### src/rtl/eth_tx_arb.sv
// rtl/eth_tx_arb.sv - packet-granular two-port arbiter onto the 10G MAC TX stream
// Frames are never interleaved; a granted source that stalls mid-frame gets an abort beat and is drained.
module eth_tx_arb #(
    parameter int DATA_WIDTH = 64,
    parameter int KEEP_WIDTH = DATA_WIDTH / 8,
    parameter int MAX_STALL  = 4,
    parameter int CNT_WIDTH  = 16
) (
    input  logic                  clk156,
    input  logic                  eth_rst_n,
    input  logic                  s_axis_tx0_tvalid,
    output logic                  s_axis_tx0_tready,
    input  logic [DATA_WIDTH-1:0] s_axis_tx0_tdata,
    input  logic [KEEP_WIDTH-1:0] s_axis_tx0_tkeep,
    input  logic                  s_axis_tx0_tlast,
    input  logic                  s_axis_tx0_tuser,
    input  logic                  s_axis_tx1_tvalid,
    output logic                  s_axis_tx1_tready,
    input  logic [DATA_WIDTH-1:0] s_axis_tx1_tdata,
    input  logic [KEEP_WIDTH-1:0] s_axis_tx1_tkeep,
    input  logic                  s_axis_tx1_tlast,
    input  logic                  s_axis_tx1_tuser,
    output logic                  m_axis_tx_tvalid,
    input  logic                  m_axis_tx_tready,
    output logic [DATA_WIDTH-1:0] m_axis_tx_tdata,
    output logic [KEEP_WIDTH-1:0] m_axis_tx_tkeep,
    output logic                  m_axis_tx_tlast,
    output logic                  m_axis_tx_tuser,
    output logic [CNT_WIDTH-1:0]  pkt_cnt0,
    output logic [CNT_WIDTH-1:0]  pkt_cnt1,
    output logic [7:0]            abort_cnt,
    output logic                  busy
);

    typedef enum logic [1:0] {IDLE, SEND, ABORT, DRAIN} state_t;

    state_t     state, state_nxt;
    logic       gnt, gnt_nxt;
    logic       last_served, last_served_nxt;
    logic       started, started_nxt;
    logic [7:0] stall_cnt, stall_cnt_nxt;
    logic       inc_pkt0, inc_pkt1, inc_abort;
    logic       sel_ready;

    logic                  sel_tvalid;
    logic [DATA_WIDTH-1:0] sel_tdata;
    logic [KEEP_WIDTH-1:0] sel_tkeep;
    logic                  sel_tlast;
    logic                  sel_tuser;

    assign sel_tvalid = gnt ? s_axis_tx1_tvalid : s_axis_tx0_tvalid;
    assign sel_tdata  = gnt ? s_axis_tx1_tdata  : s_axis_tx0_tdata;
    assign sel_tkeep  = gnt ? s_axis_tx1_tkeep  : s_axis_tx0_tkeep;
    assign sel_tlast  = gnt ? s_axis_tx1_tlast  : s_axis_tx0_tlast;
    assign sel_tuser  = gnt ? s_axis_tx1_tuser  : s_axis_tx0_tuser;

    assign s_axis_tx0_tready = sel_ready & ~gnt;
    assign s_axis_tx1_tready = sel_ready & gnt;
    assign busy              = (state != IDLE);

    always_comb begin
        state_nxt        = state;
        gnt_nxt          = gnt;
        last_served_nxt  = last_served;
        started_nxt      = started;
        stall_cnt_nxt    = stall_cnt;
        inc_pkt0         = 1'b0;
        inc_pkt1         = 1'b0;
        inc_abort        = 1'b0;
        sel_ready        = 1'b0;
        m_axis_tx_tvalid = 1'b0;
        m_axis_tx_tdata  = '0;
        m_axis_tx_tkeep  = '0;
        m_axis_tx_tlast  = 1'b0;
        m_axis_tx_tuser  = 1'b0;
        case (state)
            IDLE: begin
                if (s_axis_tx0_tvalid && s_axis_tx1_tvalid) begin
                    gnt_nxt = ~last_served;
                end else if (s_axis_tx1_tvalid) begin
                    gnt_nxt = 1'b1;
                end else begin
                    gnt_nxt = 1'b0;
                end
                if (s_axis_tx0_tvalid || s_axis_tx1_tvalid) begin
                    state_nxt     = SEND;
                    started_nxt   = 1'b0;
                    stall_cnt_nxt = '0;
                end
            end
            SEND: begin
                m_axis_tx_tvalid = sel_tvalid;
                m_axis_tx_tdata  = sel_tdata;
                m_axis_tx_tkeep  = sel_tkeep;
                m_axis_tx_tlast  = sel_tlast;
                m_axis_tx_tuser  = sel_tuser;
                sel_ready        = m_axis_tx_tready;
                if (sel_tvalid && m_axis_tx_tready) begin
                    started_nxt = 1'b1;
                end
                // An accepted tlast beat takes priority over the stall watchdog.
                if (sel_tvalid && m_axis_tx_tready && sel_tlast) begin
                    inc_pkt0        = ~gnt;
                    inc_pkt1        = gnt;
                    last_served_nxt = gnt;
                    state_nxt       = IDLE;
                end else if (sel_tvalid) begin
                    stall_cnt_nxt = '0;
                end else if (started) begin
                    if (stall_cnt == 8'(MAX_STALL - 1)) begin
                        state_nxt = ABORT;
                    end else begin
                        stall_cnt_nxt = stall_cnt + 8'd1;
                    end
                end
            end
            ABORT: begin
                m_axis_tx_tvalid = 1'b1;
                m_axis_tx_tkeep  = KEEP_WIDTH'(1);
                m_axis_tx_tlast  = 1'b1;
                m_axis_tx_tuser  = 1'b1;
                if (m_axis_tx_tready) begin
                    inc_abort = 1'b1;
                    state_nxt = DRAIN;
                end
            end
            DRAIN: begin
                sel_ready = 1'b1;
                if (sel_tvalid && sel_tlast) begin
                    last_served_nxt = gnt;
                    state_nxt       = IDLE;
                end
            end
            default: state_nxt = IDLE;
        endcase
    end

    always_ff @(posedge clk156) begin
        if (!eth_rst_n) begin
            state       <= IDLE;
            gnt         <= 1'b0;
            last_served <= 1'b1;
            started     <= 1'b0;
            stall_cnt   <= '0;
            pkt_cnt0    <= '0;
            pkt_cnt1    <= '0;
            abort_cnt   <= '0;
        end else begin
            state       <= state_nxt;
            gnt         <= gnt_nxt;
            last_served <= last_served_nxt;
            started     <= started_nxt;
            stall_cnt   <= stall_cnt_nxt;
            if (inc_pkt0) begin
                pkt_cnt0 <= pkt_cnt0 + CNT_WIDTH'(1);
            end
            if (inc_pkt1) begin
                pkt_cnt1 <= pkt_cnt1 + CNT_WIDTH'(1);
            end
            if (inc_abort && (abort_cnt != 8'hFF)) begin
                abort_cnt <= abort_cnt + 8'd1;
            end
        end
    end

endmodule

### config.mk
export PLATFORM = sky130hd
export DESIGN_NAME = eth_tx_arb
export DESIGN_NICKNAME = d
export VERILOG_FILES = /design/src/rtl/eth_tx_arb.sv
export SDC_FILE = /design/constraint.sdc
export NUM_CORES = 1
export LEC_CHECK = 0
export CAP_MARGIN = 20
export CELL_PAD_IN_SITES_DETAIL_PLACEMENT = 0
export CELL_PAD_IN_SITES_GLOBAL_PLACEMENT = 2
export CORE_MARGIN = 10
export CORE_UTILIZATION = 16
export CTS_BUF_LIST = sky130_fd_sc_hd__clkbuf_4
export DETAILED_ROUTE_END_ITERATION = 8
export PLACE_DENSITY_LB_ADDON = 0.1
export SLEW_MARGIN = 30
export SYNTH_ARGS = -nofsm -noshare
export SYNTH_HDL_FRONTEND = slang
export SYNTH_SLANG_ARGS = --single-unit
### constraint.sdc
create_clock -name clk156 -period 2.2 [get_ports clk156]
set_clock_uncertainty 0.1 [all_clocks]
set_input_delay 0.33 -clock clk156 [delete_from_list [all_inputs] [get_ports clk156]]
set_output_delay 0.33 -clock clk156 [all_outputs]
set_load 0.005 [all_outputs]
==> results of run 1 <==
==> path summary, 6_finish.rpt <==
kind	startpoint	to	cells past startpoint
worst min register to register	stall_cnt[7]	stall_cnt[7]	2
worst min-delay path	stall_cnt[7]	stall_cnt[7]	2
worst max-delay path	register	m_axis_tx_tkeep[0]	9
worst max register to register	gnt	stall_cnt[4]	9
==> layout make-up <==
| type | count | share of cell area [%] |
|---|---|---|
| Sequential cell | 53 | 13.7 |
| Timing Repair Buffer | 354 | 43.2 |
| Clock buffer | 5 | 0.480 |
| Tap cell | 319 | 5.10 |
| Multi-Input combinational cell | 376 | 36.4 |
| Clock inverter | 3 | 0.320 |
| Inverter | 14 | 0.704 |
| Antenna cell | 1 | 0.0320 |
==> tightest hold or removal path: cells and delay by family (launching register included) <==
family,cells,cell delay (ns)
DFF,1,0.36
AOI/OAI and AO/OA,2,0.13
==> cell usage in the layout (no fill, tap or decap), drive strengths merged, types with 7 or more instances in the layout <==
cell,count
ha,8
dfxtp,53
clkdlybuf4s50,192
clkbuf,32
inv,15
nor2b,70
nand3,15
xnor2,17
nor3,8
o21ai,14
and3,8
nor2,42
dlygate4sd2,9
a21oi,19
or3,8
and2,7
nand4,13
mux2i,76
nand2,21
buf,119
xor2,15
==> routing by layer <==
layer  global-route usage (%)  up-vias
met4                     1.70        0
li1                         -     2302
met2                     27.6       89
met1                     14.2     2135
met3                     2.72        7
met5                        0        -
==> per-stage QoR <==
step,hold WS [ns],TNS [ns]
2_1_floorplan,0.306,0
3_3_place_gp,0.381,-3.17
3_5_place_dp,0.387,-3.50
4_1_cts,0.413,-2.15
5_1_grt,0.438,-1.08
6_report,0.399,-0.00752
==> cells by family (layout without fill, tap and decap cells) <==
group / Yosys count / count (layout) / share of synthesized area [%]
buf+inv: 39 / 376 / 4.14
other cells: 0 / 1 / 0
fa+ha+maj: 8 / 8 / 2.61
compound gates: 47 / 47 / 7.31
simple gates: 210 / 210 / 30.3
xor+xnor: 32 / 32 / 7.31
flops: 53 / 53 / 27.7
mux: 79 / 79 / 20.7
==> power by group <==
| group | switching (uW) | internal, uW |
|---|---|---|
| clock network | 370 | 131 |
| registers | 19.7 | 978 |
| logic | 627 | 987 |
| total | 1020 | 2100 |
==> registers in the layout, indices dropped and copies added, names as in the netlist, named ones only <==
signal	count
abort_cnt	8
started	1
last_served	1
pkt_cnt0	16
state	1
stall_cnt	8
gnt	1
pkt_cnt1	16
==> repair_timing <==
action / CTS / global route
gates cloned: 5 / 1
hold buffers: 0 / 0
gates resized for setup: 235 / 88
setup endpoints to repair: 78 / 95
pin swaps: 3 / 12
setup buffers: 30 / 7
==> cell usage after synthesis (all sizes together), types with 13 or more instances <==
library cell / number
a21oi: 19
clkbuf: 13
dfxtp: 53
inv: 14
mux2i: 76
nand2: 21
nand3: 15
nand4: 13
nor2: 42
nor2b: 70
o21ai: 14
xnor2: 17
xor2: 15
==> impl_metrics.toml, run 1 <==
[outcome]
status = "complete, but fails checks"
violations = "setup timing"

[floorplanning]
die-area_um2 = 30600
die_y_um = 175
initial_utilization_pct = 16.3
coreArea_um2 = 23500
rows = 56
die_x_um = 175
ios = 271

[yosys]
synthDistinctLibCells = 43
synth_edf_count = 0
synth_area_um2 = 3840
synth_area_per_cell_um2 = 8.20
yosysSeqAreaShare_pct = 27.7
yosysTopAreaCellShare_pct = 27.7
synth-async-reset-ratio_pct = 0
yosys_warnings = 0
synthCells = 468
synth_top_area_cell = "dfxtp_1"
synth_nets = 629
synth-seq-cells = 53
synth_ff_type = "dfxtp_1"
synth_area_leaders = "dfxtp_1 28%, mux2i_1 20%, nor2b_1 11%"

[worst_setup_path]
crit_chain = "inv_4 > ha_4 > buf_12 > buf_8 > buf_8 > buf_16 > a21oi_2 > nor2b_1 > buf_2"
worstPathArrival_ns = 1.78
path_max_fanout = 6
rrSetupSlack_ns = 0.09
cpLargestDelayFamily = "buffers and inverters"
cp-end-kind = "output pin"
crit_slowest_cell = "dfxtp_2"
crit_top_cell = "buf_8"
path_buf_inv = 6
critPathLaunchType = "register"
required_ns = 1.77
path_class = "register to output pin"
max_stage_delay_ns = 0.39

[clock_network]
clk_path_buf_depth = 2
clock_latency_ns = 0.40
clock-root-buffer = "clkbuf_4"
htreeDepth = 2
cts_tree = "built"
clk_pin_slew_ns = 0.17
cts_inserted_buffers = 5
clock_sinks = 53

[drt]
vias = 4533
route.met2.wl_um = 12800
route.final.wire_length_um = 21800
wl_met1_um = 7960
drc_errors = 0
wl_per_cell_um = 19.4
top_layer = "met4"
wl_met3_um = 889
drt-initial-drc-count = 144
via_per_inst = 4.03
drtAntennaViolNets = 0
dr.pass1.iters = 4

[power_and_ir_drop]
p_leak_uw = 0.00311
pwr_density_cell_nw_per_um2 = 398
power_uw = 3110
peakVddDrop_mv = 0.206

[final_layout]
nFillCells = 2512
utilization_pct = 33.2
stdcell_area_um2 = 7820
ff_latch_area_um2 = 1070
layout-drive-gt1-share_pct = 24.1
multi_input_area_um2 = 2850
layout.nets = 965
instances_no_fill = 1125
area_growth_pct = 104

[sta]
timing.final.crit_share_pct = 100
period_needed_ns = 2.21
fin_ws_ns = -0.00594
relSlewSlack_pct = 76.5
finalHoldViolCount = 0
drv_slew = 0
rsz0062_at_grt = "true"
worstMarginPinSlew_ns = 0.352
setup_viol = 2
timing.fmax_ghz = 0.453

[placement]
gp_congestion = 0.863
placed_cells = 1078
port_buffers = 270
place_hpwl_um = 17900
dpl_cell_area_um2 = 7270
dp_slack_ns = -0.259

[global_routing]
grt_max_degree = 35
grt_use_total_pct = 13.6
grt_pass1_vias = 4754
grt_pass1_wl_um = 31600
overflow = 0
antenna_found_initial = 1

[flow_run]
drv_cap = 0

[hold_path]
hold_class = "register to register"
(Power assumes the default switching activity.)
==> run 2, diff against run 1 <==
CAP_MARGIN = 5   (was 20)
==> results of run 2 <==
Final layout, timing and power as in run 1 (identical DEF).
==> run 3, diff against run 2 <==
MAX_ROUTING_LAYER = met4   (was default)
==> run 3 against run 2 <==
Compared with the run above: the flow still finishes with violations (setup timing); cell count up 0.27%; via count up 0.75%; critical path depth unchanged; critical path type unchanged.
==> impl_metrics.toml, run 3 (same netlist as run 1, synthesis figures left out) <==
[outcome]
status = "complete, but fails checks"
violations = "setup timing"

[sta]
drv_slew = 0
fin_setup_tns_ns = -0.00755
period_needed_ns = 2.21
relSlewSlack_pct = 75.7
rsz0062_at_grt = "true"
timing.fmax_ghz = 0.453
worstMarginPinSlew_ns = 0.363
timing.final.crit_share_pct = 100
setup_viol = 2
fin_ws_ns = -0.00520
finalHoldViolCount = 0
timing.hold.ws_ns = 0.400

[floorplanning]
coreArea_um2 = 23500
die_x_um = 175
die_y_um = 175
die-area_um2 = 30600
ios = 271
rows = 56
initial_utilization_pct = 16.3

[drt]
via_per_inst = 4.05
route.met2.wl_um = 12900
drtAntennaViolNets = 0
drc_errors = 0
dr.pass1.iters = 4
wl_per_cell_um = 19.4
wl_met3_um = 669
top_layer = "met4"
route.final.wire_length_um = 21900
drt-initial-drc-count = 129
wl_met1_um = 8220
vias = 4567

[worst_setup_path]
reg2reg_depth = 9
worstReg2RegEnd = "stall_cnt[4]"
required_ns = 1.77
worstPathArrival_ns = 1.78
r2r_start = "gnt"
critPathLaunchType = "register"
crit_top_cell = "buf_8"
crit_chain = "inv_4 > ha_4 > buf_12 > buf_8 > buf_8 > buf_16 > a21oi_2 > nor2b_1 > buf_2"
cp-end-kind = "output pin"
path_class = "register to output pin"
max_stage_delay_ns = 0.39
rrSetupSlack_ns = 0.08
crit_slowest_cell = "dfxtp_2"
path_max_fanout = 6

[hold_path]
hold_class = "register to register"
worstHoldStart = "stall_cnt[7]"
hold_end = "stall_cnt[7]"
holdPathStages = 2

[power_and_ir_drop]
clockPowerShare_pct = 16.0
switching_share_pct = 32.6
p_leak_uw = 0.00314
seq_power_share_pct = 31.5
switchingPower_uw = 1030
internal_power_uw = 2130
peakVddDrop_mv = 0.205
power_frac_comb_pct = 52.5
pwr_density_cell_nw_per_um2 = 401

[final_layout]
layout.nets = 968
instances_no_fill = 1128
multi_input_area_um2 = 2850
layout-drive-gt1-share_pct = 24.6
area_growth_pct = 106
reg.largest.list = "pkt_cnt0: 16 flops, pkt_cnt1: 16 flops"
final_common_cell = "clkdlybuf4s50_1"
nFillCells = 2508
layout_common_cells = "192 x clkdlybuf4s50_1, 70 x mux2i_1, 61 x nor2b_1"
ff_latch_area_um2 = 1070

[global_routing]
grt_pass1_wl_um = 31600
grt_max_degree = 35
overflow = 0
grt_pass1_vias = 4766
grt_use_total_pct = 13.9
antenna_found_initial = 1

[placement]
place_hpwl_um = 17900
dp_slack_ns = -0.259
placed_cells = 1078
gp_congestion = 0.877
port_buffers = 270

[clock_network]
htreeDepth = 2
cts_tree = "built"
clock-root-buffer = "clkbuf_4"
clk_path_buf_depth = 2
cts_inserted_buffers = 5
clock_latency_ns = 0.40
clock_sinks = 53
clk_pin_slew_ns = 0.17

[flow_run]
drv_cap = 0
==> run 3: per-layer routing <==
| layer | GRT usage (%) | vias up |
|---|---|---|
| li1 | - | 2309 |
| met1 | 14.5 | 2161 |
| met2 | 27.6 | 89 |
| met3 | 2.00 | 8 |
| met4 | 1.70 | 0 |
| met5 | - | - |
==> run 3: area by class of cell <==
class | instances | area share [%]
inverter | 14 | 0.698
sequential | 53 | 13.6
clock buffer | 5 | 0.476
timing repair buffer | 357 | 43.7
multi-input combinational | 376 | 36.2
tap | 319 | 5.06
clock inverter | 3 | 0.317
antenna | 1 | 0.0317
==> run 3: metrics by stage <==
step,util (%),cell area [um^2],total power (uW)
6_report,33.5,7890,3160
5_1_grt,33.5,7890,3360
4_1_cts,33.0,7760,3150
3_5_place_dp,30.9,7270,2430
3_3_place_gp,30.9,7270,2430
2_1_floorplan,-,3840,1510
==> run 3: worst max path at each step <==
stage	from	endpoint	slack, ns	cells past startpoint
final	register	m_axis_tx_tkeep[0]	-0.005	9
after global routing	register	m_axis_tx_tkeep[0]	-0.10	9
after global placement	s_axis_tx1_tvalid	pkt_cnt1[13]	-0.22	7
after CTS	state[0]	m_axis_tx_tkeep[5]	-0.26	5
after detailed placement	s_axis_tx1_tvalid	pkt_cnt1[13]	-0.26	7
after floorplan	register	pkt_cnt0[15]	0.1	8
==> run 3: critical path: cells and delay by family, from the launching register on <==
| kind | cells | cell delay (ns) |
|---|---|---|
| flip-flops | 1 | 0.39 |
| buffers and inverters | 6 | 0.66 |
| adder cells (fa/ha/maj) | 1 | 0.16 |
| AO/OA/AOI/OAI | 1 | 0.10 |
| AND/OR/NAND/NOR | 1 | 0.05 |
==> run 3: repair_timing <==
action,CTS,global route
pin swaps,3,13
cloned,5,2
gates resized for setup,235,92
buffers inserted,30,9
endpoints found under the setup margin,78,94
hold buffers,0,0
==> run 3: power by group through the flow <==
stage | clock network [uW] | logic (uW) | registers (uW)
finish | 506 | 1660 | 998
global route | 574 | 1790 | 1000
CTS | 534 | 1620 | 998
detailed placement | 0 | 1410 | 1020
global placement | 0 | 1410 | 1020
floorplan | 0 | 501 | 1010
